**src/rtl/uart_arb_pkg.sv**
```systemverilog
// uart_tx_arbiter shared types: FSM encoding, baud codes, grant width.
package uart_arb_pkg;

    localparam int GRANT_W = 3;

    typedef logic [1:0] state_t;

    localparam state_t ST_IDLE = 2'd0;
    localparam state_t ST_LOAD = 2'd1;
    localparam state_t ST_WAIT = 2'd2;
    localparam state_t ST_GAP  = 2'd3;

    localparam logic [2:0] BAUD_9600   = 3'd0;
    localparam logic [2:0] BAUD_19200  = 3'd1;
    localparam logic [2:0] BAUD_38400  = 3'd2;
    localparam logic [2:0] BAUD_57600  = 3'd3;
    localparam logic [2:0] BAUD_115200 = 3'd4;

endpackage

```
**src/rtl/uart_tx_arbiter_rr_arbiter.sv**
```systemverilog
// Combinational round-robin picker: first set req bit at or above
// rr_ptr, wrapping around; returns one-hot and binary grant.
module rr_arbiter
    import uart_arb_pkg::*;
#(
    parameter int NUM_REQ = 4
) (
    input  logic [NUM_REQ-1:0] req,
    input  logic [GRANT_W-1:0] rr_ptr,
    output logic [NUM_REQ-1:0] grant,
    output logic [GRANT_W-1:0] grant_idx
);

    localparam int IW = $clog2(NUM_REQ);

    logic [IW-1:0] idx;
    logic          found;

    always_comb begin
        grant     = '0;
        grant_idx = '0;
        found     = 1'b0;
        idx       = '0;
        for (int i = 0; i < NUM_REQ; i++) begin
            idx = IW'((int'(rr_ptr) + i) % NUM_REQ);
            if (!found && req[idx]) begin
                found      = 1'b1;
                grant[idx] = 1'b1;
                grant_idx  = GRANT_W'(idx);
            end
        end
    end

endmodule

```
**src/rtl/uart_tx_arbiter.sv**
```systemverilog
// Round-robin sharing of one uart_send among NUM_REQ byte sources.
// Optional WAIT watchdog: define UART_ARB_TIMEOUT_EN.
module uart_tx_arbiter
    import uart_arb_pkg::*;
#(
    parameter int          NUM_REQ        = 4,
    parameter logic [2:0]  BAUD_SEL       = BAUD_9600,
    parameter int          GAP_CYCLES     = 16,
    parameter int          TIMEOUT_CYCLES = 2_000_000
) (
    input  logic                 clk_50mhz,
    input  logic                 rst_n,
    input  logic [NUM_REQ-1:0]   req_valid,
    input  logic [NUM_REQ*8-1:0] req_data,
    output logic [NUM_REQ-1:0]   req_ready,
    output logic                 uart_en,
    output logic [7:0]           uart_data,
    output logic [2:0]           uart_baud,
    input  logic                 uart_tx_done,
    output logic                 busy,
    output logic [2:0]           grant_id,
    output logic                 err_timeout
);

    if (NUM_REQ < 2 || NUM_REQ > 8 || TIMEOUT_CYCLES < 2) begin : g_param_chk
        $error("uart_tx_arbiter: parameter out of range");
    end

    localparam int GW       = (GAP_CYCLES > 1) ? $clog2(GAP_CYCLES) : 1;
    localparam int GAP_LAST = (GAP_CYCLES > 0) ? GAP_CYCLES - 1 : 0;
    localparam logic [GW-1:0] GAP_END = GW'(GAP_LAST);
    localparam state_t AFTER_WAIT = (GAP_CYCLES > 0) ? ST_GAP : ST_IDLE;

    state_t state, state_n;

    logic [NUM_REQ-1:0] grant_oh;
    logic [GRANT_W-1:0] grant_idx;
    logic [GRANT_W-1:0] rr_ptr;
    logic [GRANT_W-1:0] ptr_next;
    logic [GW-1:0]      gap_cnt;
    logic [7:0]         sel_byte;
    logic               any_req;
    logic               expire;
    logic               wait_end;

    rr_arbiter #(
        .NUM_REQ (NUM_REQ)
    ) u_rr (
        .req       (req_valid),
        .rr_ptr    (rr_ptr),
        .grant     (grant_oh),
        .grant_idx (grant_idx)
    );

    assign uart_baud = BAUD_SEL;
    assign any_req   = |req_valid;

    always_comb begin
        sel_byte = '0;
        for (int i = 0; i < NUM_REQ; i++) begin
            if (grant_oh[i])
                sel_byte = sel_byte | req_data[8*i +: 8];
        end
    end

`ifdef UART_ARB_TIMEOUT_EN
    localparam int TW = $clog2(TIMEOUT_CYCLES);
    localparam logic [TW-1:0] TO_END = TW'(TIMEOUT_CYCLES - 1);

    logic [TW-1:0] wait_cnt;

    // tx_done has priority over a coinciding expiry
    assign expire = (state == ST_WAIT) && !uart_tx_done
                  && (wait_cnt == TO_END);

    always_ff @(posedge clk_50mhz or negedge rst_n) begin
        if (!rst_n) begin
            wait_cnt    <= '0;
            err_timeout <= 1'b0;
        end else begin
            err_timeout <= expire;
            if (state != ST_WAIT)
                wait_cnt <= '0;
            else
                wait_cnt <= wait_cnt + 1'b1;
        end
    end
`else
    assign expire      = 1'b0;
    assign err_timeout = 1'b0;
`endif

    assign wait_end = (state == ST_WAIT) && (uart_tx_done || expire);
    assign ptr_next = (grant_id == GRANT_W'(NUM_REQ - 1))
                    ? '0 : grant_id + 1'b1;

    always_ff @(posedge clk_50mhz or negedge rst_n) begin
        if (!rst_n)
            state <= ST_IDLE;
        else
            state <= state_n;
    end

    always_comb begin
        state_n = state;
        unique case (state)
            ST_IDLE: if (any_req) state_n = ST_LOAD;
            ST_LOAD: state_n = ST_WAIT;
            ST_WAIT: if (wait_end) state_n = AFTER_WAIT;
            ST_GAP:  if (gap_cnt == GAP_END) state_n = ST_IDLE;
            default: state_n = ST_IDLE;
        endcase
    end

    always_comb begin
        busy      = (state != ST_IDLE);
        req_ready = (state == ST_IDLE) ? grant_oh : '0;
    end

    always_ff @(posedge clk_50mhz or negedge rst_n) begin
        if (!rst_n) begin
            rr_ptr    <= '0;
            uart_en   <= 1'b0;
            uart_data <= 8'h00;
            grant_id  <= '0;
            gap_cnt   <= '0;
        end else begin
            uart_en <= (state_n == ST_LOAD);
            if (state == ST_IDLE && any_req) begin
                uart_data <= sel_byte;
                grant_id  <= grant_idx;
            end
            if (wait_end)
                rr_ptr <= ptr_next;
            if (state != ST_GAP)
                gap_cnt <= '0;
            else
                gap_cnt <= gap_cnt + 1'b1;
        end
    end

endmodule

```
**config.mk**
```make
export PLATFORM = sky130hd
export DESIGN_NAME = uart_tx_arbiter
export DESIGN_NICKNAME = d
export VERILOG_FILES = /design/src/rtl/uart_arb_pkg.sv /design/src/rtl/uart_tx_arbiter_rr_arbiter.sv /design/src/rtl/uart_tx_arbiter.sv
export SDC_FILE = /design/constraint.sdc
export NUM_CORES = 1
export LEC_CHECK = 0
export CAP_MARGIN = 20
export CORE_MARGIN = 1
export CORE_UTILIZATION = 45
export CTS_CLUSTER_SIZE = 24
export DETAILED_ROUTE_END_ITERATION = 10
export PLACE_DENSITY = 0.87
export SLEW_MARGIN = 20
export SYNTH_ARGS = -nofsm -noshare
export SYNTH_HDL_FRONTEND = slang
export SYNTH_HIERARCHICAL = 1
export SYNTH_SLANG_ARGS = --single-unit
export TNS_END_PERCENT = 30
```
**constraint.sdc**
```tcl
create_clock -name clk_50mhz -period 3.9 [get_ports clk_50mhz]
set_input_delay 0.39 -clock clk_50mhz [delete_from_list [all_inputs] [get_ports clk_50mhz]]
set_output_delay 0.39 -clock clk_50mhz [all_outputs]
set_load 0.1 [all_outputs]
```
==> impl_metrics.tcl, run 1 <==
set metrics [dict create \
    gp_congestion 0.8034 \
    drtIter0Drc 70 \
    grt_pass1_vias 1263 \
    hold_viol_final 0 \
    placed_area_um2 2132 \
    core-area_um2 3337 \
    h-tree-depth 1 \
    cts_setup_buffers 0 \
    grt_max_degree 21 \
    syn_to_final_growth_pct 39.79 \
    antenna_found_initial 0 \
    startpoint_type "flip-flop" \
    finalCritPeriodShare_pct 87.52 \
    via_per_inst 5.536 \
    fin_crit_ns 3.413 \
    grt_overflow 0 \
    clk_pin_slew_ns 0.13 \
    final_nets 253 \
    drive_above_1_share_pct 16.50 \
    finalNonFillerCells 252 \
    grt_pass1_wl_mm 5.782 \
    max_slew_margin_pct 33.37 \
    grt_use_total_pct 21.35 \
    die_w_um 60.93 \
    ios 60 \
    cts_resized 0 \
    drt_wl_total_mm 3.956 \
    cts_hold_buf 0 \
    synth.avg_cell_area_um2 9.829 \
    maxSlewViolCount 0 \
    setup_tns_ns 0 \
    ir_worst_vdd_mv 0.7155 \
    multi_input_area_um2 953.4 \
    syn_inst 159 \
    num_rows 21 \
    setup_violations 0 \
    required_ns 3.51 \
    pre_cts_ws_ns 0.7537 \
    tightestPinTransition_ns 0.9963 \
    critPathArrivalTime_ns 3.02 \
    finClkSkew_ns 0.001165 \
    hp-class "flip-flop to flip-flop" \
    post-dp-hpwl_mm 2.912 \
    cts_num_sinks 20 \
    regArea_um2 500.5 \
    start_util_pct 46.83 \
    fin_hold_ws_ns 0.4836 \
    fillCellCount 268 \
    crit_type "flip-flop to output pin" \
    end_kind "output pin" \
    maxCapViolations 0 \
    dieHeight_um 60.93 \
    design_area_um2 2185 \
    antenna_left 0 \
    drt-pass1-iter-count 5 \
    netlist_area_um2 1563 \
    clkLatencyLatePin_ns 0.31 \
    tritoncts "yes" \
    status "finished, final reports clean" \
    antenna_cells 0 \
    wire_per_inst_um 15.70 \
    powerDensity_nw_per_um2 838.0 \
    drc 0 \
    cts_made_buffers 3 \
    dieArea_um2 3712 \
    vias 1395 \
    yosysWarnings 6 \
    fmax_ghz 0.2930 \
    cts_root_buf "clkbuf_4" \
    rsz0062_at_grt "no" \
    dp_cells 248 \
    worst_slack_ns 0.4867 \
    p_leak_nw 0.9223 \
    worstPathMaxFanout 14 \
    io_buffers 55 \
    cts_buffer_depth 2 \
]
-- power breakdown --
part,total (mW),switching (mW),internal [mW],leakage [nW]
Clock,0.176,0.0722,0.104,0.0279
Combinational,1.27,0.817,0.455,0.642
Sequential,0.383,0.0863,0.296,0.253
Total,1.83,0.976,0.855,0.922
-- cell type report --
cell class / instances / share of cell area, %
well taps: 46 / 2.635
clock inverters: 1 / 1.375
clock buffers: 3 / 1.031
inverters: 4 / 0.6873
multi-input cells: 121 / 43.64
flip-flops and latches: 20 / 22.91
repair buffers: 57 / 27.72
-- through the flow --
| stage | utilization (%) | power [mW] |
|---|---|---|
| finish | 65.47 | 1.831 |
| global route | 65.47 | 1.935 |
| CTS | 65.47 | 1.835 |
| detailed placement | 63.89 | 1.650 |
| global placement | 63.89 | 1.607 |
| floorplan | - | 1.373 |
-- placed cells by master (no fill, tap or decap), types with 2 or more instances in the layout --
master           count
clkdlybuf4s50_1     51
nand2_1             20
dfrtp_1             20
a22oi_1             16
o21ai_0              9
mux2_4               9
nor2_1               7
ha_1                 7
conb_1               5
inv_1                4
and2_1               4
buf_12               4
a221o_2              4
mux2_2               3
clkbuf_4             3
mux4_2               3
a21oi_1              2
o31ai_1              2
buf_4                2
and3b_1              2
nor3b_1              2
nand2b_1             2
mux2i_1              2
a31oi_1              2
-- routing by layer --
layer / up-vias / part of all wire [%] / GRT usage (%)
met2: 68 / 47 / 35.95
met4: 0 / 1.5 / 8.442
li1: 661 / - / -
met1: 660 / 42 / 25.87
met3: 6 / 9.7 / 5.970
met5: - / 0 / 0
-- path summary, 6_finish.rpt --
path,startpoint,endpoint,slack (ns),cells after the start
setup / recovery,rr_ptr[1]$_DFFE_PN0P_,req_ready[1],0.49,8
hold / removal,gap_cnt[0]$_DFF_PN0_,gap_cnt[0]$_DFF_PN0_,0.48,1
setup reg to reg,rr_ptr[1]$_DFFE_PN0P_,uart_data[3]$_DFFE_PN0P_,0.99,9
hold reg to reg,gap_cnt[0]$_DFF_PN0_,gap_cnt[0]$_DFF_PN0_,0.48,1
max in group asynchronous,rst_n,grant_id[2]$_DFFE_PN0P_,2.80,1
min in group asynchronous,rst_n,uart_data[7]$_DFFE_PN0P_,0.56,1
-- worst max-delay path: stages, from the launching register on --
cell and delay, ns:
dfrtp_1 0.64, inv_1 0.12, ha_1 0.42, mux4_2 0.41, or2_4 0.29, nor2b_4 0.15
a221o_2 0.28, and2_1 0.21, buf_12 0.18
-- flip-flops by register name, indices dropped and copies added (netlist names) --
register and cells:
gap_cnt 4, uart_en 1, uart_data 8, grant_id 3
state 2, rr_ptr 2
No activity file was read; power rests on OpenSTA's default activity.
==> run 2: changes to the inputs <==
--- a/config.mk
+++ b/config.mk
@@ -8,7 +8,7 @@
 export CAP_MARGIN = 20
 export CORE_MARGIN = 1
 export CORE_UTILIZATION = 45
-export CTS_CLUSTER_SIZE = 24
+export CTS_CLUSTER_SIZE = 30
 export DETAILED_ROUTE_END_ITERATION = 10
 export PLACE_DENSITY = 0.87
 export SLEW_MARGIN = 20
==> results of run 2 <==
The final DEF is identical to that of run 1; final timing and power are the same.
==> run 3: changes to the inputs <==
--- a/config.mk
+++ b/config.mk
@@ -8,7 +8,7 @@
 export CAP_MARGIN = 20
 export CORE_MARGIN = 1
 export CORE_UTILIZATION = 45
-export CTS_CLUSTER_SIZE = 30
+export CTS_CLUSTER_SIZE = 20
 export DETAILED_ROUTE_END_ITERATION = 10
 export PLACE_DENSITY = 0.87
 export SLEW_MARGIN = 20
==> results of run 3 <==
The final DEF is identical to that of run 1; final timing and power are the same.
